==> src/rtl/z_sdpram_rd_stream.sv <==
// Burst read streamer for the simple dual-port RAM read port: issues sequential reads,
// tracks the RAM read latency and buffers beats into a valid/ready stream with a last flag.
// Optional feature macro: Z_SDPRAM_RD_STREAM_WRAP_EN (wrap addresses modulo DEPTH, clamp bad bases).

module z_sdpram_rd_stream #(
  parameter int ADDR_WIDTH = 8,
  parameter int DATA_WIDTH = 128,
  parameter int DEPTH      = 192,
  parameter int LATENCY    = 2,
  parameter int LEN_WIDTH  = 9,
  parameter int FIFO_DEPTH = 4
) (
  input  logic                  clk,
  input  logic                  rst_n,
  input  logic                  cmd_valid,
  output logic                  cmd_ready,
  input  logic [ADDR_WIDTH-1:0] cmd_base,
  input  logic [LEN_WIDTH-1:0]  cmd_len,
  output logic                  ram_ena_r,
  output logic [ADDR_WIDTH-1:0] ram_addr_r,
  input  logic [DATA_WIDTH-1:0] ram_dout,
  output logic                  m_valid,
  input  logic                  m_ready,
  output logic [DATA_WIDTH-1:0] m_data,
  output logic                  m_last,
  output logic                  busy
);

  localparam int PTR_W = (FIFO_DEPTH > 1) ? $clog2(FIFO_DEPTH) : 1;
  localparam int CNT_W = $clog2(FIFO_DEPTH + 1);

  typedef enum logic [1:0] {IDLE, RUN, DRAIN} state_e;

  state_e                state_q, state_d;
  logic [ADDR_WIDTH-1:0] addr_q, addr_d;
  logic [LEN_WIDTH-1:0]  rem_q, rem_d;
  logic [LATENCY-1:0]    vld_q, lst_q;
  logic [CNT_W-1:0]      inflight_q, inflight_d;
  logic [CNT_W-1:0]      count_q, count_d;
  logic [PTR_W-1:0]      wptr_q, rptr_q;
  logic [DATA_WIDTH-1:0] fdata_q [FIFO_DEPTH];
  logic                  flast_q [FIFO_DEPTH];
  logic [CNT_W:0]        credit_used;
  logic                  issue, push, pop, drain_done;

  function automatic logic [ADDR_WIDTH-1:0] next_addr(input logic [ADDR_WIDTH-1:0] a);
`ifdef Z_SDPRAM_RD_STREAM_WRAP_EN
    return (a == ADDR_WIDTH'(DEPTH - 1)) ? '0 : a + ADDR_WIDTH'(1);
`else
    return a + ADDR_WIDTH'(1);
`endif
  endfunction

  function automatic logic [ADDR_WIDTH-1:0] start_addr(input logic [ADDR_WIDTH-1:0] a);
`ifdef Z_SDPRAM_RD_STREAM_WRAP_EN
    return (32'(a) >= DEPTH) ? '0 : a;
`else
    return a;
`endif
  endfunction

  function automatic logic [PTR_W-1:0] ptr_inc(input logic [PTR_W-1:0] p);
    return (p == PTR_W'(FIFO_DEPTH - 1)) ? '0 : p + PTR_W'(1);
  endfunction

  // Every issued read holds a FIFO slot until popped, so the FIFO can never overflow.
  assign credit_used = {1'b0, inflight_q} + {1'b0, count_q};
  assign push        = vld_q[LATENCY-1];
  assign m_valid     = (count_q != '0);
  assign pop         = m_valid && m_ready;
  assign m_data      = fdata_q[rptr_q];
  assign m_last      = flast_q[rptr_q] && m_valid;
  assign ram_addr_r  = addr_q;
  assign ram_ena_r   = (state_q != IDLE);
  assign busy        = (state_q != IDLE);
  assign drain_done  = (inflight_q == '0) &&
                       ((count_q == '0) || ((count_q == CNT_W'(1)) && pop));

  always_comb begin
    state_d   = state_q;
    addr_d    = addr_q;
    rem_d     = rem_q;
    issue     = 1'b0;
    cmd_ready = 1'b0;
    case (state_q)
      IDLE: begin
        cmd_ready = 1'b1;
        if (cmd_valid) begin
          addr_d = start_addr(cmd_base);
          rem_d  = cmd_len;
          if (cmd_len != '0) state_d = RUN;
        end
      end
      RUN: begin
        if ((rem_q != '0) && (credit_used < (CNT_W+1)'(FIFO_DEPTH))) begin
          issue  = 1'b1;
          addr_d = next_addr(addr_q);
          rem_d  = rem_q - LEN_WIDTH'(1);
          if (rem_q == LEN_WIDTH'(1)) state_d = DRAIN;
        end
      end
      DRAIN: begin
        if (drain_done) state_d = IDLE;
      end
      default: state_d = IDLE;
    endcase
  end

  always_comb begin
    inflight_d = inflight_q;
    count_d    = count_q;
    case ({issue, push})
      2'b10:   inflight_d = inflight_q + CNT_W'(1);
      2'b01:   inflight_d = inflight_q - CNT_W'(1);
      default: inflight_d = inflight_q;
    endcase
    case ({push, pop})
      2'b10:   count_d = count_q + CNT_W'(1);
      2'b01:   count_d = count_q - CNT_W'(1);
      default: count_d = count_q;
    endcase
  end

  always_ff @(posedge clk or negedge rst_n) begin
    if (!rst_n) begin
      state_q    <= IDLE;
      addr_q     <= '0;
      rem_q      <= '0;
      inflight_q <= '0;
      vld_q      <= '0;
      lst_q      <= '0;
    end else begin
      state_q    <= state_d;
      addr_q     <= addr_d;
      rem_q      <= rem_d;
      inflight_q <= inflight_d;
      // Issue flags march alongside the RAM pipeline, which advances every busy cycle.
      vld_q[0]   <= issue;
      lst_q[0]   <= issue && (rem_q == LEN_WIDTH'(1));
      for (int i = 1; i < LATENCY; i++) begin
        vld_q[i] <= vld_q[i-1];
        lst_q[i] <= lst_q[i-1];
      end
    end
  end

  always_ff @(posedge clk or negedge rst_n) begin
    if (!rst_n) begin
      count_q <= '0;
      wptr_q  <= '0;
      rptr_q  <= '0;
      for (int i = 0; i < FIFO_DEPTH; i++) begin
        fdata_q[i] <= '0;
        flast_q[i] <= 1'b0;
      end
    end else begin
      count_q <= count_d;
      if (push) begin
        fdata_q[wptr_q] <= ram_dout;
        flast_q[wptr_q] <= lst_q[LATENCY-1];
        wptr_q          <= ptr_inc(wptr_q);
      end
      if (pop) rptr_q <= ptr_inc(rptr_q);
    end
  end

  always_ff @(posedge clk) begin
    if (rst_n) begin
      assert (!(push && !pop && (count_q == CNT_W'(FIFO_DEPTH))));
      assert (ADDR_WIDTH >= $clog2(DEPTH));
    end
  end

endmodule
==> config.mk <==
export PLATFORM = sky130hd
export DESIGN_NAME = z_sdpram_rd_stream
export DESIGN_NICKNAME = d
export VERILOG_FILES = /design/src/rtl/z_sdpram_rd_stream.sv
export SDC_FILE = /design/constraint.sdc
export NUM_CORES = 1
export LEC_CHECK = 0
export BUFFER_PORTS_ARGS = -buffer_cell sky130_fd_sc_hd__buf_2
export CAP_MARGIN = 20
export CORE_MARGIN = 10
export CORE_UTILIZATION = 58
export DETAILED_ROUTE_END_ITERATION = 8
export PLACE_DENSITY = 0.85
export SYNTH_ARGS = -nofsm -noshare
export SYNTH_HDL_FRONTEND = slang
export SYNTH_SLANG_ARGS = --single-unit
export TNS_END_PERCENT = 30
==> constraint.sdc <==
create_clock -name clk -period 3.05 [get_ports clk]
set_input_delay 0.1525 -clock clk [delete_from_list [all_inputs] [get_ports clk]]
set_output_delay 0.1525 -clock clk [all_outputs]
set_load 0.02 [all_outputs]
# Word level (Yosys, flattened, before mapping)
# Cells that the tools add are included.
# totals
ff_bits	549
in_bits	149
output_inout_bits	141
word_cells	98
# op_classes
addsub	9
n_lt_le_gt_ge	4
eq_ne	15
n_mux	31
bitwise_logic	2
n_reduce_logical	20
# ops
cell	n
512-bit bitwise mux	1
128-bit 2-to-1 mux	3
128-bit binary-select mux with 2-bit select	1
128-bit demux with 2-bit select	1
9-bit 2-to-1 mux	2
9-bit one-hot mux with 2 select lines	1
9-bit nonzero test	2
8-bit 2-to-1 mux	2
8-bit one-hot mux with 2 select lines	1
2-bit 2-to-1 mux	7
3-bit one-hot mux with 2 select lines	2
2-bit equality test, second input constant	5
2-bit != test, second input constant	5
9-bit by 1-bit equality test with 1-bit output, second input constant	1
9-bit by 1-bit subtractor with 9-bit output, second input constant	1
8-bit by 1-bit adder with 8-bit output, second input constant	1
2-bit nonzero test	4
1-bit logical AND	7
3-bit by 1-bit adder with 3-bit output, second input constant	2
2-bit by 1-bit equality test with 1-bit output, second input constant	3
3-bit >= comparator, second input constant	2
3-bit logical NOT	2
1-bit 2-to-1 mux	6
2-bit NOT with 3-bit output	2
15 further kinds	17

# Longest topological paths before layout
# logic_depth
depth_word	7
mapped_depth	11
mapped_depth_nobuf	11

# Worst setup path before layout
# OpenSTA, ideal clock, no wires.
# synth_path
path_type	register to register
start	register rem_q[6]
end	register inflight_q[2]
setup_time_ps	79
arrival_time_ps	2303
t_required_ps	2971
path_slack_ps	668
stages_incl_launch_ff	11
n_path_buf	0
period_less_slack_ps	2382
path_cell_list	dfrtp_1 -> or4_4 -> nor2_4 -> a31oi_4 -> nand2_2 -> ha_1 -> inv_1 -> fa_1 -> xor2_1 -> nor2_1 -> xor2_1
# synth_between
elab_chain_len	6
word_cells_on_any_way	8
classes_between	eq/ne (2); mux (3); reduce/logical (3)
# synth_lines
item	line_no	source
start: declaration	36	logic [LEN_WIDTH-1:0] rem_q, rem_d;
start signal: assignment	135	rem_q <= rem_d;
9-bit nonzero test (*)	95	if ((rem_q != '0) && (credit_used < (CNT_W+1)'(FIFO_DEPTH))) begin
1-bit logical AND (*)	95	
1-bit 2-to-1 mux (*)	95	
1-bit 2-to-1 mux (*)	85	case (state_q)
2-bit by 1-bit equality test with 1-bit output / 2-bit equality test (equally long branches)	112	case ({issue, push})
3-bit one-hot mux with 2 select lines / 2-bit nonzero test (equally long branches)	-	
end signal: assignment	136	inflight_q <= inflight_d;
end: declaration	38	logic [CNT_W-1:0] inflight_q, inflight_d;
# Mark *: on every way between the ends. The rest lies on a longest branch, timed or not.
# A chain may end at the register's enable or synchronous reset.

# Worst setup path after layout
# layout_path
start	register rptr_q[0]
end	output port m_data[93]
# layout_between
elab_chain_len	4
# layout_lines
item	line_no	source
start: declaration	40	logic [PTR_W-1:0] wptr_q, rptr_q;
start signal: assignment	163	if (pop) rptr_q <= ptr_inc(rptr_q);
2-bit NOT with 3-bit output (implied by the code)	71	assign m_data = fdata_q[rptr_q];
128-bit binary-select mux with 2-bit select	71	
128-bit 2-to-1 mux (implied by the code) (2 in series)	71	
end: declaration	24	output logic [DATA_WIDTH-1:0] m_data,
# No other way between the ends. The select of a mux whose other input is x is not followed.

==> qor.yml <==
fillers: 2335
worstPathRequired_ns: 2.90
finalPower_mw: 36.4
totalWireLength_microns: 60600
rsz0062_at_grt: "false"
post-cts-setup-buffers: 0
tritoncts: "built"
htreeDepth: 2
synth_edf_count: 0
grt.overflow.total: 0
worst_slack_ns: 0.311
pwr_density_cell_nw_per_um2: 1220
async_flop_share: 1.00
outcome: "finished, final reports clean"
start_kind: "flip-flop"
clk_pin_slew_ns: 0.06
gp_congestion: 0.878
post-route-drc-count: 0
path_max_fanout: 32
maxSlewViolCount: 0
synth_fp_nets: 1635
num_rows: 74
portBuffers: 289
crit_type: "flip-flop to primary output"
maxCapViolCount: 0
dr.pass1.iters: 5
routedWlPerCell_microns: 24.4
most-common-layout-cells: "dfrtp_1 (547), mux2_2 (517), buf_2 (288), dlygate4sd3_1 (145), mux4_2 (129)"
period_share: 0.898
avgSynthCellArea_sq_um: 16.4
layout_min_cycle_time_ns: 2.74
numCtsBuffers: 55
die_w_microns: 224
utilization: 0.727
ys_seq_area_frac: 0.570
relSlewSlack: 0.485
cts_resized: 0
insertion_delay_ns: 0.60
layout_commonest_cell: "dfrtp_1"
grt_antenna_before_repair: 3
synthCells: 1468
grt_usage: 0.243
die_h_microns: 224
synth_cell_types: 61
tightest_slew_ns: 0.771
start_util: 0.589
cts_num_sinks: 549
ir_worst_vdd_mv: 0.866
worstSetupEndpointType: "primary output"
synth.ff_latch_count: 549
yosys_warnings: 0
synth_area_sq_um: 24100
ant_nets: 0
cp_data_arrival_time_ns: 2.59
setup_viol: 0
rrSetupSlack_ns: 0.36
cts_root_buf: "clkbuf_16"
coreArea_sq_um: 40900
vias_per_cell: 6.04
dieArea_sq_um: 50100
drive_gt1_frac: 0.555
hold_violations: 0
cts_buffer_depth: 3
grt_pass1_vias: 16810
vias: 15014
hold_path_class: "input pin to flip-flop"
p_leak_nw: 12.9
hpwl_microns: 36400
clock_skew_ns: 0.0198
post-place-ws_ns: 0.372
fmax_mhz: 365
grt_pass1_wl_microns: 96700
grt_max_degree: 106
area_growth_pct: 23.5
tns_ns: 0
drt_iter0_drc: 1316
ios: 290
synthFlopType: "dfrtp_1"
fin_nets: 2074
[worst paths after layout]
path | start | endpoint | depth (start not counted)
max | rptr_q[0] | m_data[93] | 3
min | cmd_len[8] | state_q[0] | 5
max reg2reg | inflight_q[2] | inflight_q[1] | 9
min reg2reg | lst_q[0] | lst_q[1] | 0
max in group asynchronous | rst_n | fdata_q[93] | 3
min in group asynchronous | rst_n | fdata_q[397] | 2
[worst max-delay path: stages (launching register included)]
cell	delay (ns)
dfrtp_4	0.80
buf_12	0.36
mux4_2	0.60
buf_2	0.19
[sequential cells by signal, indices dropped and copies added, names as in the netlist]
register / flops
fdata_q: 512
flast_q: 4
wptr_q: 2
count_q: 3
inflight_q: 3
lst_q: 2
vld_q: 2
state_q: 2
ram_addr_r: 8
rptr_q: 2
rem_q: 9
[Yosys cell counts (4+ instances only)]
library cell  count  area share
nor3_1            7      0.0015
dfrtp_1         549        0.57
mux4_2          129        0.12
and3_1            5      0.0013
buf_2            17      0.0035
buf_1             6     0.00093
ha_1             17      0.0088
a21oi_1           5      0.0010
mux2_2          517        0.24
o22ai_1           4      0.0010
clkbuf_1         69       0.011
xnor2_1           4      0.0015
nand2_1          20      0.0031
o211ai_1          5      0.0016
inv_1            15      0.0023
a311oi_1          5      0.0018
nor4_1            5      0.0013
nor2_1           12      0.0019
o21ai_0           6      0.0012
nand3_1          13      0.0027
[per-stage QoR]
step / instances / hold slack (ns) / cell area [sq um]
floorplan: 1468 / -0.143 / 24100
global placement: 2237 / 0.211 / 26500
detailed placement: 2237 / 0.232 / 26500
CTS: 2482 / 0.00864 / 29800
global route: 2485 / 0.0379 / 29800
finish: 2486 / 0.0370 / 29800
[routing by layer]
metal	global-route usage	share of wire
met4	0.0861	0.030
met5	0	0
met2	0.421	0.52
met3	0.0503	0.058
met1	0.298	0.39
[report_power, final]
| part | total (mW) | switching (mW) | internal, mW | leakage, nW |
|---|---|---|---|---|
| combinational | 16.1 | 7.92 | 8.22 | 5.61 |
| sequential | 13.3 | 2.29 | 11.0 | 6.41 |
| clock | 6.89 | 2.87 | 4.03 | 0.890 |
| total | 36.4 | 13.1 | 23.3 | 12.9 |
[cells by family (layout without fill, tap and decap cells)]
group / Yosys count / count (layout) / synth area share
muxes: 647 / 647 / 0.363
adders and majority gates: 18 / 18 / 0.00966
DFF: 549 / 549 / 0.570
xor gates and xnor gates: 7 / 7 / 0.00254
other: 0 / 4 / 0
AOI/OAI and AO/OA: 53 / 53 / 0.0178
and+or+nand+nor: 82 / 82 / 0.0179
buffers and inverters: 112 / 594 / 0.0192
[area by class of cell]
cell class | count | area [sq um] | area share
clock buffer | 82 | 1590 | 0.0534
multi-input combinational | 807 | 9920 | 0.333
inverter | 16 | 60.1 | 0.00202
timing repair buffer | 478 | 3530 | 0.118
sequential | 549 | 13700 | 0.462
tap | 532 | 666 | 0.0224
antenna | 4 | 10.0 | 0.000336
clock inverter | 18 | 245 | 0.00824
[repair_timing]
item	in CTS	in global routing
hold buffers	145	0
setup endpoints to repair	0	0
endpoints found under the hold margin	612	0
Note: power is estimated with default switching activity, not from simulation.
